<file path="config.mk">
export PLATFORM = sky130hd
export DESIGN_NAME = noc_out_arbiter
export DESIGN_NICKNAME = d
export VERILOG_FILES = /design/src/rtl/noc_out_arbiter_pkg.sv /design/src/rtl/noc_out_arbiter_rr_arb4.sv /design/src/rtl/noc_out_arbiter.sv
export SDC_FILE = /design/constraint.sdc
export NUM_CORES = 1
export LEC_CHECK = 0
export ABC_AREA = 0
export CORE_AREA = 2 2 97 99
export DETAILED_ROUTE_END_ITERATION = 8
export DIE_AREA = 0 0 99 101
export GPL_TIMING_DRIVEN = 0
export PLACE_DENSITY = 0.8
export SETUP_SLACK_MARGIN = 0.1
export SYNTH_ARGS = -nofsm -noshare
export SYNTH_HDL_FRONTEND = slang
export SYNTH_HIERARCHICAL = 1
export SYNTH_SLANG_ARGS = --single-unit
</file>
<file path="constraint.sdc">
create_clock -name fifo_clk -period 7.2 [get_ports fifo_clk]
set_input_delay 2.16 -clock fifo_clk [delete_from_list [all_inputs] [get_ports fifo_clk]]
set_output_delay 2.16 -clock fifo_clk [all_outputs]
set_load 0.02 [all_outputs]
</file>
<file path="src/rtl/noc_out_arbiter_pkg.sv">
// Shared definitions for the output-port arbiter: flit-type codes,
// source port indices and the lock FSM state type.
package noc_out_arbiter_pkg;

  // Flit type codes, carried in the top FLIT_TYPE_W bits of every flit
  localparam logic [1:0] FLIT_BODY   = 2'b00;
  localparam logic [1:0] FLIT_HEAD   = 2'b01;
  localparam logic [1:0] FLIT_TAIL   = 2'b10;
  localparam logic [1:0] FLIT_SINGLE = 2'b11;
  localparam int         FLIT_TYPE_W = 2;

  // Source port indices
  localparam logic [1:0] PORT_E = 2'd0;
  localparam logic [1:0] PORT_S = 2'd1;
  localparam logic [1:0] PORT_W = 2'd2;
  localparam logic [1:0] PORT_L = 2'd3;
  localparam int         NUM_PORTS = 4;

  typedef enum logic {
    ST_IDLE   = 1'b0,
    ST_LOCKED = 1'b1
  } lock_state_t;

endpackage

</file>
<file path="src/rtl/noc_out_arbiter_rr_arb4.sv">
// Combinational 4-way round-robin picker: the first requester found
// scanning upward from ptr (wrapping) wins.
module rr_arb4
  import noc_out_arbiter_pkg::*;
(
  input  logic [3:0] req,
  input  logic [1:0] ptr,
  output logic [3:0] gnt_onehot,
  output logic [1:0] gnt_idx
);

  logic [1:0] idx;
  logic       found;

  // Rotating priority scan starting at ptr
  always_comb begin
    gnt_onehot = '0;
    gnt_idx    = '0;
    found      = 1'b0;
    idx        = '0;
    for (int k = 0; k < NUM_PORTS; k++) begin
      idx = ptr + 2'(k);
      if (!found && req[idx]) begin
        found           = 1'b1;
        gnt_idx         = idx;
        gnt_onehot[idx] = 1'b1;
      end
    end
  end

endmodule

</file>
<file path="src/rtl/noc_out_arbiter.sv">
// Wormhole-aware output-port arbiter: picks one of four source FIFOs,
// keeps a multi-flit packet on the port from head to tail, and forwards
// one flit per cycle through a registered hold stage that honours the
// downstream full flag.
module noc_out_arbiter
  import noc_out_arbiter_pkg::*;
#(
  parameter int DATASIZE = 40
) (
  input  logic                fifo_clk,
  input  logic                rst,
  input  logic [DATASIZE-1:0] E_data_in,
  input  logic [DATASIZE-1:0] S_data_in,
  input  logic [DATASIZE-1:0] W_data_in,
  input  logic [DATASIZE-1:0] L_data_in,
  input  logic                E_valid_in,
  input  logic                S_valid_in,
  input  logic                W_valid_in,
  input  logic                L_valid_in,
  output logic                E_ready_out,
  output logic                S_ready_out,
  output logic                W_ready_out,
  output logic                L_ready_out,
  output logic [DATASIZE-1:0] out_data,
  output logic                out_valid,
  input  logic                out_full,
  output logic                locked,
  output logic                proto_err
);

  lock_state_t         state, state_d;
  logic [1:0]          lock_src, lock_src_d;
  logic [1:0]          rr_ptr, rr_ptr_d;
  logic                proto_err_d;
  logic                hold_valid;
  logic                load_ok;
  logic                pop;
  logic [3:0]          req;
  logic [3:0]          gnt_onehot;
  logic [1:0]          gnt_idx;
  logic [1:0]          cand;
  logic                cand_valid;
  logic [DATASIZE-1:0] pop_data;
  logic [1:0]          pop_type;

  assign req = {L_valid_in, W_valid_in, S_valid_in, E_valid_in};

  rr_arb4 u_rr_arb4 (
    .req        (req),
    .ptr        (rr_ptr),
    .gnt_onehot (gnt_onehot),
    .gnt_idx    (gnt_idx)
  );

  // While a packet owns the port only its source may be popped, even if
  // it runs dry; otherwise the round-robin winner is the candidate.
  assign locked     = (state == ST_LOCKED);
  assign cand       = locked ? lock_src : gnt_idx;
  assign cand_valid = locked ? req[lock_src] : |gnt_onehot;

  assign out_valid = hold_valid & ~out_full;
  assign load_ok   = ~hold_valid | ~out_full;
  assign pop       = load_ok & cand_valid;

  // Reset gates the pop requests combinationally so sources never pop
  // while the arbiter is held in reset.
  assign E_ready_out = pop & (cand == PORT_E) & ~rst;
  assign S_ready_out = pop & (cand == PORT_S) & ~rst;
  assign W_ready_out = pop & (cand == PORT_W) & ~rst;
  assign L_ready_out = pop & (cand == PORT_L) & ~rst;

  // Select the flit being popped from the granted source
  always_comb begin
    pop_data = '0;
    case (cand)
      PORT_E:  pop_data = E_data_in;
      PORT_S:  pop_data = S_data_in;
      PORT_W:  pop_data = W_data_in;
      default: pop_data = L_data_in;
    endcase
  end

  assign pop_type = pop_data[DATASIZE-1 -: FLIT_TYPE_W];

  // Lock FSM next state, pointer update and protocol checking
  always_comb begin
    state_d     = state;
    lock_src_d  = lock_src;
    rr_ptr_d    = rr_ptr;
    proto_err_d = 1'b0;
    if (pop) begin
      case (state)
        ST_IDLE: begin
          if (pop_type == FLIT_HEAD) begin
            state_d    = ST_LOCKED;
            lock_src_d = cand;
          end else begin
            // Stray body/tail flits are treated as singles
            rr_ptr_d    = cand + 2'd1;
            proto_err_d = (pop_type == FLIT_BODY) | (pop_type == FLIT_TAIL);
          end
        end
        ST_LOCKED: begin
          if (pop_type == FLIT_TAIL) begin
            state_d  = ST_IDLE;
            rr_ptr_d = cand + 2'd1;
          end else begin
            // A new head/single inside a packet is forwarded; lock is kept
            proto_err_d = (pop_type == FLIT_HEAD) | (pop_type == FLIT_SINGLE);
          end
        end
      endcase
    end
  end

  // Lock FSM and arbitration state registers
  always_ff @(posedge fifo_clk or posedge rst) begin
    if (rst) begin
      state     <= ST_IDLE;
      lock_src  <= PORT_E;
      rr_ptr    <= PORT_E;
      proto_err <= 1'b0;
    end else begin
      state     <= state_d;
      lock_src  <= lock_src_d;
      rr_ptr    <= rr_ptr_d;
      proto_err <= proto_err_d;
    end
  end

  // Hold register: load on pop (replacing a draining flit with no bubble),
  // otherwise empty out once the held flit has been taken downstream.
  always_ff @(posedge fifo_clk or posedge rst) begin
    if (rst) begin
      hold_valid <= 1'b0;
      out_data   <= '0;
    end else if (pop) begin
      hold_valid <= 1'b1;
      out_data   <= pop_data;
    end else if (out_valid) begin
      hold_valid <= 1'b0;
    end
  end

endmodule

</file>
==> flow_summary_export.csv <==
group,metric,value,unit
outcome,status,"finished clean",
grt,maximum_number_of_pins_on_one_net_before_global_route_repair,27,
finish,n_antenna_cell,0,
floorplanning,die_height,101,um
worst_setup_path,worst_ep_arrival_time,4.81,ns
synth,postSynthNetCount,539,
worst_setup_path,worst_setup_path_startpoint,"L_valid_in",
grt,overflow,0,
cts,ctsLongestPathBuffers,2,
cts,tritoncts_num_sinks,47,
worst_setup_path,timing.rr.start,"rr_ptr[0]",
timing,hold_ws,0.492,ns
worst_setup_path,worstPathRequired,5.04,ns
worst_setup_path,reg2reg_depth,17,
worst_setup_path,nature_of_the_critical_path_startpoint,"input port",
route,routed_wire_length_per_instance,17.9,um
floorplanning,std_cell_rows,35,
route,totalWireLength,12.6,mm
finish,layout.cells.most_common_list,"sky130_fd_sc_hd__clkdlybuf4s50_1, sky130_fd_sc_hd__o21ai_1, sky130_fd_sc_hd__dfrtp_1, sky130_fd_sc_hd__nand2_1, sky130_fd_sc_hd__nor2_1",
power,irDropWorstVdd,191,uV
timing,clock_skew,0.00449,ns
route,routed_via_density,5.50,
finish,stdcell_count,702,
power,p_clk_frac,0.085,
timing,timing_worst_slew_pin_value,0.560,ns
grt,grt_antenna_before_repair,0,
cts,cts_hold_buffers,0,
placed_design,dp.final_hpwl,9.74,mm
placed_design,routabilityCongestion,0.904,
synth,synth.lib_cells_used.distinct,39,
floorplanning,die_w,99,um
cts,numCtsBuffers,5,
timing,setup_violations,0,
floorplanning,core,0.00898,mm2
worst_setup_path,crit-reg2reg-capture,"rr_ptr[1]",
placed_design,dp.cells,688,
power,comb_power_share,0.743,
timing,drv_slew,0,
cts,worst_skew_pair.late_latency,0.30,ns
cts,htree_num_levels,2,
worst_setup_path,worst-setup-path-type,"in -> out",
finish,flow.area_growth_from_synthesis,81.9,%
power,power_density_of_the_placed_cells,480,mW/mm2
power,switching_share_of_power,0.478,
floorplanning,total_die_area,0.0100,mm2
synth,synthFlopType,"sky130_fd_sc_hd__dfrtp_1",
finish,design.final.nets,766,
grt,first_global_vias,3681,
worst_setup_path,worstSetupEndpoint,"L_ready_out",
cts,clkTransAtPathRegs,0.09,ns
route,route.vias.total,3862,
power,netSwitchingPower,0.00130,W
worst_setup_path,r2r_slack,2.82,ns
timing,post-route-period-util,0.968,
floorplanning,initial_core_util,0.348,
timing,setup_total_negative_slack,0,ns
finish,fillCellCount,753,
timing,slew_headroom,0.627,
route,antenna_left,0,
cts,cts_root_buf,"sky130_fd_sc_hd__clkbuf_8",
power,p_leak,2.32,nW
cts,cts_tree,"built",
finish,most_frequent_standard_cell_in_the_layout_excluding_fill_and_tap_cells,"sky130_fd_sc_hd__clkdlybuf4s50_1",
power,power_frac_seq,0.172,
run,drv_cap,0,
worst_setup_path,end_kind,"output pin",
route,drt_pre_antenna_iters,8,
synth,syn-cell-area,0.00313,mm2
power,p_int,0.00142,W
synth,ys_seq_elements,47,
timing,maximum_clock_rate,0.144,GHz
worst_setup_path,critical_path.max_fanout,10,
timing,grt_setup_unrepaired,"false",
synth,synth.yosys.seq_area_share,0.376,
grt,grt_use_total,0.233,
synth,ys_warn_count,6,
grt,first_pass_grt_wire_length,18.6,mm
synth,synth_edf_count,0,
timing,report.final.hold_viol_count,0,
synth,ys_async_sr_fraction,1.00,
timing,period_needed,6.97,ns
route,total_drc_errors_in_the_routed_layout,0,
synth,instance_count_of_the_mapped_netlist,363,
synth,syn-mean-instance-area,8.61,um2
finish,drive_above_1_share,0.108,
route,detail_route.iter0.violations,317,
placed_design,portBuffers,213,
worst_hold_path,class_of_the_tightest_hold_or_removal_check,"reg -> reg",
floorplanning,io_pins,214,
## power groups by stage
stage / Combinational, W / Sequential [W] / Clock, W
after floorplan: 0.00111 / 0.000591 / 0
after global placement: 0.00184 / 0.000467 / 0
after detailed placement: 0.00189 / 0.000473 / 0
after CTS: 0.00199 / 0.000468 / 0.000237
after global routing: 0.00221 / 0.000484 / 0.000248
final: 0.00202 / 0.000469 / 0.000233
## synthesized netlist by cell type, drive strengths merged, types with 2 or more instances
master   n  area share
a21oi   39       0.062
a222oi  40        0.13
a22oi    8       0.019
and3     5       0.010
buf     11       0.020
clkbuf  22       0.026
dfrtp   47        0.38
ha       9       0.036
inv     10       0.012
mux2     5       0.018
mux2i    6       0.019
mux4     4       0.030
nand2   44       0.053
nor2    43       0.052
nor2b    2      0.0064
nor3     2      0.0068
o21a     3      0.0076
o21ai   50       0.080
o22ai    2      0.0040
## per-layer routing
layer	part of all wire	wire, um	GRT usage
met5	0	0	0
met4	0.015	191	0.0695
met2	0.51	6420	0.409
met1	0.39	4910	0.290
met3	0.083	1050	0.0485
## worst min-delay path by stage
| stage | startpoint | end | slack, ns | depth (start not counted) |
|---|---|---|---|---|
| global placement | out_data[11] | out_data[11] | 0.47 | 2 |
| global route | out_data[36] | out_data[36] | 0.52 | 2 |
| detailed placement | out_data[38] | out_data[38] | 0.47 | 2 |
| floorplan | hold_valid | hold_valid | 0.47 | 2 |
| finish | out_data[16] | out_data[16] | 0.49 | 2 |
| CTS | out_data[38] | out_data[38] | 0.50 | 2 |
## area by class of cell
type,count,area [um2],share of cell area
Sequential cell,47,1180,0.207
Timing Repair Buffer,220,2180,0.383
Multi-Input combinational cell,273,1810,0.319
Tap cell,111,139,0.0244
Clock buffer,5,68.8,0.0121
Inverter,10,37.5,0.00660
Buffer,33,209,0.0368
Clock inverter,3,67.6,0.0119
## registers in the layout, indices dropped and copies added (netlist names)
name        cells
hold_valid      1
rr_ptr          2
out_data       40
locked          1
lock_src        2
proto_err       1
## worst max-delay path: stages
cell                       delay [ns]
sky130_fd_sc_hd__clkbuf_2        0.14
sky130_fd_sc_hd__mux4_2          0.53
sky130_fd_sc_hd__buf_4           0.18
sky130_fd_sc_hd__nor3_4          0.20
sky130_fd_sc_hd__inv_2           0.05
sky130_fd_sc_hd__o22ai_2         0.17
sky130_fd_sc_hd__inv_1           0.06
sky130_fd_sc_hd__o21a_2          0.23
sky130_fd_sc_hd__inv_2           0.09
sky130_fd_sc_hd__ha_1            0.14
sky130_fd_sc_hd__clkbuf_4        0.19
sky130_fd_sc_hd__clkbuf_8        0.19
sky130_fd_sc_hd__clkbuf_8        0.17
sky130_fd_sc_hd__and3_1          0.15
sky130_fd_sc_hd__buf_2           0.16
## cells by family after synthesis
group / count (synthesis) / synth area share
adders and majority gates: 10 / 0.0396
buffers and inverters: 43 / 0.0580
AOI/OAI and AO/OA: 146 / 0.312
DFF: 47 / 0.376
xor gates and xnor gates: 1 / 0.00280
muxes: 15 / 0.0673
and+or+nand+nor: 101 / 0.144
## metrics by stage
stage | setup WS, ns | total power (W) | utilization | instance area [um2]
finish | 0.234 | 0.00273 | 0.633 | 5690
global route | 0.117 | 0.00294 | 0.633 | 5690
CTS | 0.0613 | 0.00270 | 0.633 | 5680
detailed placement | -1.53 | 0.00236 | 0.603 | 5420
global placement | -1.47 | 0.00231 | 0.601 | 5400
floorplan | 0.221 | 0.00170 | - | 3130
## repair_timing
item	4_1_cts	5_1_grt
pin swaps	1	0
resized for setup	45	13
buffers inserted	6	0
endpoints found under the setup margin	4	4
Power figures use the tool's default switching activity.
